## src/rtl/spi_master_engine.sv

```systemverilog
// SPI master serial engine: DW-bit frames, NSS selects, CPOL/CPHA, bursts.
// Optional SPI_LOOPBACK_EN adds a loopback input routing mosi into rx.
module spi_master_engine #(
  parameter int DW  = 32,
  parameter int NSS = 4,
  parameter int CW  = 8,
  localparam int FW = $clog2(DW),
  localparam int SW = (NSS > 1) ? $clog2(NSS) : 1
) (
  input  logic           clk,
  input  logic           nreset,
  input  logic           cpol,
  input  logic           cpha,
  input  logic           lsbfirst,
  input  logic [FW-1:0]  framesize,
  input  logic [CW-1:0]  clkdiv,
  input  logic [SW-1:0]  ss_sel,
  input  logic           manual_mode,
  input  logic [NSS-1:0] manual_ss,
  input  logic           tx_valid,
  input  logic [DW-1:0]  tx_data,
  output logic           tx_ready,
  output logic           rx_valid,
  output logic [DW-1:0]  rx_data,
  output logic           busy,
  output logic [2:0]     spi_state,
  output logic           sclk,
  output logic           mosi,
`ifdef SPI_LOOPBACK_EN
  input  logic           loopback,
`endif
  input  logic           miso,
  output logic [NSS-1:0] ss_n
);

  localparam int EW = FW + 1;

  typedef enum logic [2:0] {
    IDLE   = 3'd0,
    SETUP  = 3'd1,
    DATA   = 3'd2,
    HOLD   = 3'd3,
    MARGIN = 3'd4
  } state_t;

  state_t         state;
  logic [CW-1:0]  cnt;
  logic [EW-1:0]  edge_cnt;
  logic [DW-1:0]  tx_buf;
  logic [DW-1:0]  rx_buf;
  logic [DW-1:0]  rx_nxt;
  logic [FW-1:0]  fs;
  logic           l_cpol;
  logic           l_cpha;
  logic           l_lsb;
  logic [SW-1:0]  l_sel;
  logic           sclk_r;
  logic           mosi_r;
  logic           rx_valid_r;
  logic [DW-1:0]  rx_data_r;
  logic [NSS-1:0] ss_r;
  logic           tick;
  logic           leading;
  logic           last_edge;
  logic           sample_now;
  logic           accept;
  logic           sin;
  logic [FW-1:0]  bit_k;

  assign tick       = (state != IDLE) && (cnt == clkdiv);
  assign bit_k      = edge_cnt[EW-1:1];
  assign leading    = ~edge_cnt[0];
  assign last_edge  = (edge_cnt == {fs, 1'b1});
  assign sample_now = (state == DATA) && tick && (leading != l_cpha);
  assign accept     = tx_valid &&
                      ((state == IDLE) ||
                       ((state == DATA) && tick && last_edge));

`ifdef SPI_LOOPBACK_EN
  assign sin  = loopback ? mosi_r : miso;
  assign mosi = mosi_r & ~loopback;
`else
  assign sin  = miso;
  assign mosi = mosi_r;
`endif

  assign tx_ready  = accept & nreset;
  assign rx_valid  = rx_valid_r;
  assign rx_data   = rx_data_r;
  assign busy      = (state != IDLE);
  assign spi_state = state;
  assign sclk      = sclk_r;
  assign ss_n      = ss_r;

  // Bit k of the frame on the wire maps to this data position.
  function automatic logic [FW-1:0] pos(input logic [FW-1:0] k);
    return l_lsb ? k : fs - k;
  endfunction

  function automatic logic [NSS-1:0] sel_ss(input logic [SW-1:0] s);
    logic [NSS-1:0] v;
    v = '1;
    for (int i = 0; i < NSS; i++)
      if (s == SW'(i)) v[i] = 1'b0;
    return v;
  endfunction

  always_comb begin
    rx_nxt = rx_buf;
    if (sample_now) rx_nxt[pos(bit_k)] = sin;
  end

  always_ff @(posedge clk or negedge nreset) begin
    if (!nreset) begin
      state      <= IDLE;
      cnt        <= '0;
      edge_cnt   <= '0;
      tx_buf     <= '0;
      rx_buf     <= '0;
      fs         <= '0;
      l_cpol     <= 1'b0;
      l_cpha     <= 1'b0;
      l_lsb      <= 1'b0;
      l_sel      <= '0;
      sclk_r     <= 1'b0;
      mosi_r     <= 1'b0;
      rx_valid_r <= 1'b0;
      rx_data_r  <= '0;
      ss_r       <= '1;
    end else begin
      rx_valid_r <= 1'b0;
      cnt <= (state == IDLE || tick) ? '0 : cnt + CW'(1);
      case (state)
        IDLE: begin
          sclk_r <= cpol;
          mosi_r <= 1'b0;
          ss_r   <= '1;
          if (tx_valid) begin
            tx_buf   <= tx_data;
            fs       <= framesize;
            l_cpol   <= cpol;
            l_cpha   <= cpha;
            l_lsb    <= lsbfirst;
            l_sel    <= ss_sel;
            rx_buf   <= '0;
            edge_cnt <= '0;
            mosi_r   <= ~cpha &
                        (lsbfirst ? tx_data[0] : tx_data[framesize]);
            ss_r     <= sel_ss(ss_sel);
            state    <= SETUP;
          end
        end
        SETUP: begin
          ss_r <= sel_ss(l_sel);
          if (tick) state <= DATA;
        end
        DATA: begin
          ss_r <= sel_ss(l_sel);
          if (tick) begin
            sclk_r   <= ~sclk_r;
            edge_cnt <= edge_cnt + EW'(1);
            rx_buf   <= rx_nxt;
            if (leading && l_cpha)
              mosi_r <= tx_buf[pos(bit_k)];
            if (!leading && !l_cpha && !last_edge)
              mosi_r <= tx_buf[pos(bit_k + FW'(1))];
            if (last_edge) begin
              rx_valid_r <= 1'b1;
              rx_data_r  <= rx_nxt;
              // Burst: next frame starts without releasing select.
              if (tx_valid) begin
                tx_buf   <= tx_data;
                fs       <= framesize;
                l_cpol   <= cpol;
                l_cpha   <= cpha;
                l_lsb    <= lsbfirst;
                rx_buf   <= '0;
                edge_cnt <= '0;
                sclk_r   <= cpol;
                if (!cpha)
                  mosi_r <= lsbfirst ? tx_data[0]
                                     : tx_data[framesize];
              end else begin
                state <= HOLD;
              end
            end
          end
        end
        HOLD: begin
          sclk_r <= l_cpol;
          ss_r   <= sel_ss(l_sel);
          if (tick) begin
            state  <= MARGIN;
            ss_r   <= '1;
            mosi_r <= 1'b0;
          end
        end
        MARGIN: begin
          sclk_r <= l_cpol;
          ss_r   <= '1;
          mosi_r <= 1'b0;
          if (tick) state <= IDLE;
        end
        default: state <= IDLE;
      endcase
      if (manual_mode) ss_r <= ~manual_ss;
    end
  end

endmodule

```

## config.mk

```make
export PLATFORM = sky130hd
export DESIGN_NAME = spi_master_engine
export DESIGN_NICKNAME = d
export VERILOG_FILES = /design/src/rtl/spi_master_engine.sv
export SDC_FILE = /design/constraint.sdc
export NUM_CORES = 1
export LEC_CHECK = 0
export CORE_MARGIN = 2
export CORE_UTILIZATION = 50
export CTS_BUF_LIST = sky130_fd_sc_hd__clkbuf_8 sky130_fd_sc_hd__clkbuf_16
export CTS_CLUSTER_SIZE = 14
export DETAILED_ROUTE_END_ITERATION = 8
export PLACE_DENSITY = 0.77
export SLEW_MARGIN = 10
export SYNTH_ARGS = -nofsm -noshare
export SYNTH_HDL_FRONTEND = slang
export SYNTH_SLANG_ARGS = --single-unit
```

## constraint.sdc

```tcl
create_clock -name clk -period 2.9 [get_ports clk]
set_input_delay 0.29 -clock clk [delete_from_list [all_inputs] [get_ports clk]]
set_output_delay 0.29 -clock clk [all_outputs]
set_load 0.05 [all_outputs]
```

==> reports/metrics.json <==
{
  "power.density_nw_per_um2": 962,
  "clock_transition_at_path_regs_ps": 60,
  "drt_pre_antenna_iters": 5,
  "worst-endpoint-required_ps": 3200,
  "top_level_i_o_count": 103,
  "gr-usage-all-layers_pct": 25.1,
  "floorplan.die.height_microns": 127,
  "startpoint": "edge_cnt[2]",
  "detail_route.iter0.violations": 446,
  "floorplan.core_area_sq_um": 14600,
  "drive_above_1_share_pct": 18.0,
  "largest_family_of_logic_cells_by_synthesized_area": "multiplexers",
  "met3_usage_pct": 4.89,
  "finalCriticalPeriod_ps": 2840,
  "synth.yosys.warnings": 0,
  "synth_area_sq_um": 7560,
  "ctsRootBufferMaster": "sky130_fd_sc_hd__clkbuf_16",
  "timing.slew.headroom_pct": 58.9,
  "grt_max_degree": 109,
  "start_util_pct": 51.6,
  "die_area_sq_um": 16100,
  "post_synthesis_share_of_cell_area_spent_on_xor_and_xnor_gates_pct": 3.23,
  "worstReg2RegStart": "edge_cnt[2]",
  "synth_ff_type": "sky130_fd_sc_hd__dfrtp_1",
  "grt_pass1_vias": 6318,
  "finalWirelength_mm": 20.0,
  "drc_violations_left": 0,
  "p_total_mw": 9.32,
  "endpoint_arrival_time_on_the_critical_path_ps": 3140,
  "grt_pass1_wl_mm": 32.1,
  "worstRegToRegCells": 11,
  "maxSlewViolCount": 0,
  "critical_path.cell_chain": "ha_4 > inv_4 > fa_1 > mux2i_4 > clkbuf_16 > mux2i_1 > mux2i_1 > mux2i_1 > a311oi_1 > o211ai_1 > nand3_1",
  "timing_worst_setup_path_type": "flip-flop to flip-flop",
  "final.setup.tns_ps": 0,
  "synth_fp_nets": 831,
  "antenna_cells": 0,
  "final-setup-viol-count": 0,
  "numClockSinks": 130,
  "synthToLayoutAreaGrowth_pct": 28.2,
  "endpoint": "mosi",
  "rsz_0062_raised_after_global_routing": "yes",
  "max-cap-violations": 0,
  "syn_area_per_cell_sq_um": 9.98,
  "globalRouteOverflowTotal": 0,
  "leakage_nw": 4.37,
  "synth-seq-cells": 130,
  "mostFrequentLayoutCells": "sky130_fd_sc_hd__dfrtp_1 (125), sky130_fd_sc_hd__clkdlybuf4s50_1 (100), sky130_fd_sc_hd__mux2i_1 (65)",
  "yosys.area_share.simple_pct": 13.7,
  "final_core_util_pct": 66.2,
  "rrSetupSlack_ps": 60,
  "dpl.hpwl_mm": 13.4,
  "synthMuxAreaShare_pct": 18.1,
  "synth-adder-area-share_pct": 2.68,
  "timing.critical_path.depth": 11,
  "crit_path_max_fanout": 9,
  "synth_cells": 757,
  "yosys.cell_types.count": 66,
  "met2_use_gr_pct": 41.4,
  "numCtsBuffers": 17,
  "async_flop_share_pct": 100,
  "cpMostUsedCell": "sky130_fd_sc_hd__mux2i_1",
  "grt_antenna_before_repair": 0,
  "finClkSkew_ps": 10.6,
  "worst_vdd_ir_mv": 0.634,
  "clock_latency_ps": 430,
  "final_net_count": 944,
  "h-tree-depth": 4,
  "tritoncts_clock_tree": "yes",
  "route.vias.total": 6364,
  "fp-row-count": 44,
  "globalRoute.busiestLayer": "met2",
  "met1_usage_pct": 32.9,
  "number_of_flops_mapped_to_enable_cells_by_yosys": 0,
  "final-hold-violation-count": 0,
  "layout_commonest_cell": "sky130_fd_sc_hd__dfrtp_1",
  "cpMaxStageDelayCell": "sky130_fd_sc_hd__dfrtp_2",
  "critPathCaptureType": "flip-flop",
  "final_ant_viol_nets": 0,
  "detailed_place.area_sq_um": 8930,
  "slew_worst_pin_ps": 615,
  "fp.dieW_microns": 127,
  "cp.buffers_inverters": 2,
  "final.period_utilization_pct": 97.9,
  "finalInstanceArea_sq_um": 9690,
  "port_buffers": 102,
  "crit_path_max_incr_delay_ps": 490,
  "hold_path.class": "input pin to asynchronous set/reset pin",
  "timing.fmax_mhz": 352,
  "routed_wire_length_per_instance_microns": 18.7,
  "viasPerCell": 5.96,
  "outcome": "finished, final reports clean",
  "synth_compound_gate_area_share_pct": 13.6,
  "fillerInstances": 1152,
  "gpl.final_weighted_congestion": 0.895,
  "sequential_fraction_of_the_synthesis_area_pct": 43.1,
  "ctsLongestPathBuffers": 2,
  "worstReg2RegEnd": "mosi",
  "timing.critical_path.max_delay_family": "adder cells",
  "start_kind": "flip-flop"
}
==> layer usage <==
metal | vias to the layer above | wire length, microns
met5 | - | 0
met4 | 0 | 342
met3 | 40 | 1130
met2 | 230 | 9930
met1 | 3147 | 8590
li1 | 2947 | -
==> worst reg2reg max path, delay by kind of cell, from the launching register on <==
family                   cells  cell delay (ps)
AND/OR/NAND/NOR              1              100
flip-flops                   1              490
buffers and inverters        2              280
adder cells (fa/ha/maj)      2              810
multiplexers                 4              790
AO/OA/AOI/OAI                2              240
==> worst min path at each step <==
stage,end,cells past startpoint
floorplan,cnt[0],0
global placement,rx_data[27],1
detailed placement,rx_data[27],1
CTS,rx_data[27],2
global route,rx_buf[24],2
finish,rx_data[27],2
==> synth_stat cells (2+ instances only) <==
master | count | area [sq um]
sky130_fd_sc_hd__buf_1 | 7 | 26.3
sky130_fd_sc_hd__nor4_4 | 2 | 42.5
sky130_fd_sc_hd__a311oi_1 | 2 | 17.5
sky130_fd_sc_hd__o22ai_1 | 39 | 244
sky130_fd_sc_hd__buf_2 | 11 | 55.1
sky130_fd_sc_hd__nor2_2 | 2 | 12.5
sky130_fd_sc_hd__xor2_1 | 16 | 140
sky130_fd_sc_hd__o31ai_1 | 4 | 30.0
sky130_fd_sc_hd__and2_1 | 6 | 37.5
sky130_fd_sc_hd__or2_2 | 3 | 18.8
sky130_fd_sc_hd__o211ai_1 | 3 | 22.5
sky130_fd_sc_hd__o21bai_1 | 3 | 22.5
sky130_fd_sc_hd__nor2_1 | 31 | 116
sky130_fd_sc_hd__fa_1 | 2 | 40.0
sky130_fd_sc_hd__nand4_1 | 2 | 12.5
sky130_fd_sc_hd__nand2_1 | 57 | 214
sky130_fd_sc_hd__ha_1 | 13 | 163
sky130_fd_sc_hd__nor3b_1 | 6 | 45.0
sky130_fd_sc_hd__xnor2_1 | 10 | 87.6
sky130_fd_sc_hd__a21o_1 | 3 | 22.5
sky130_fd_sc_hd__nand2b_1 | 3 | 18.8
sky130_fd_sc_hd__o21ai_0 | 19 | 95.1
sky130_fd_sc_hd__inv_1 | 51 | 191
sky130_fd_sc_hd__a211oi_1 | 7 | 52.6
sky130_fd_sc_hd__and3_1 | 4 | 25.0
sky130_fd_sc_hd__dfrtp_1 | 126 | 3150
sky130_fd_sc_hd__mux2i_1 | 69 | 691
sky130_fd_sc_hd__clkbuf_1 | 22 | 82.6
sky130_fd_sc_hd__a211o_1 | 2 | 17.5
sky130_fd_sc_hd__nor4b_4 | 2 | 47.6
sky130_fd_sc_hd__nor3_1 | 6 | 30.0
sky130_fd_sc_hd__nor2b_1 | 9 | 56.3
sky130_fd_sc_hd__o21a_1 | 2 | 15.0
sky130_fd_sc_hd__o21ai_1 | 29 | 145
sky130_fd_sc_hd__a31oi_1 | 5 | 31.3
sky130_fd_sc_hd__nand3_2 | 2 | 20.0
sky130_fd_sc_hd__dfstp_2 | 4 | 105
sky130_fd_sc_hd__mux4_2 | 8 | 180
sky130_fd_sc_hd__nand3_1 | 45 | 225
sky130_fd_sc_hd__mux2_2 | 43 | 484
sky130_fd_sc_hd__or3_1 | 2 | 12.5
sky130_fd_sc_hd__and3b_1 | 2 | 17.5
sky130_fd_sc_hd__a21oi_1 | 43 | 215
sky130_fd_sc_hd__buf_4 | 8 | 60.1
==> stage by stage <==
stage	setup WS [ps]	hold WS [ps]	std cells
finish	61.5	320	1067
global route	-43.3	343	1067
CTS	9.82	329	1058
detailed placement	-63.3	220	1025
global placement	27.6	218	1025
floorplan	45.2	-5.59	757
==> where the power goes <==
| group | switching (mW) | internal (mW) | total [mW] | leakage [nW] |
|---|---|---|---|---|
| clock network | 0.854 | 1.22 | 2.08 | 0.279 |
| registers | 0.486 | 2.35 | 2.84 | 1.68 |
| logic | 2.26 | 2.15 | 4.41 | 2.41 |
| total | 3.60 | 5.73 | 9.32 | 4.37 |
==> registers in the layout, summed over array words and instances (netlist names), 3 cells and up <==
name / cells
rx_buf: 32
spi_state: 3
edge_cnt: 6
tx_buf: 32
fs: 5
ss_n: 4
cnt: 8
rx_data: 32
==> logic make-up after synthesis <==
family,Yosys count
AOI/OAI and AO/OA,171
xor gates and xnor gates,27
adders and majority gates,15
buffers and inverters,100
DFF,130
muxes,121
and+or+nand+nor,193
==> timing repair <==
item / CTS / global route
pin swaps: 0 / 8
endpoints found under the hold margin: 22 / 0
resized for setup: 2 / 15
hold buffers: 1 / 0
endpoints found under the setup margin: 25 / 66
cloned: 0 / 3
buffers inserted: 0 / 6
==> final cells by class <==
class	count	area [sq um]	share of cell area [%]
multi-input combinational	527	3940	40.7
tap	184	230	2.38
sequential	130	3260	33.6
clock inverter	13	114	1.18
clock buffer	19	453	4.67
inverter	51	194	2.00
timing repair buffer	143	1500	15.4
Note: power is estimated with default switching activity, not from simulation.
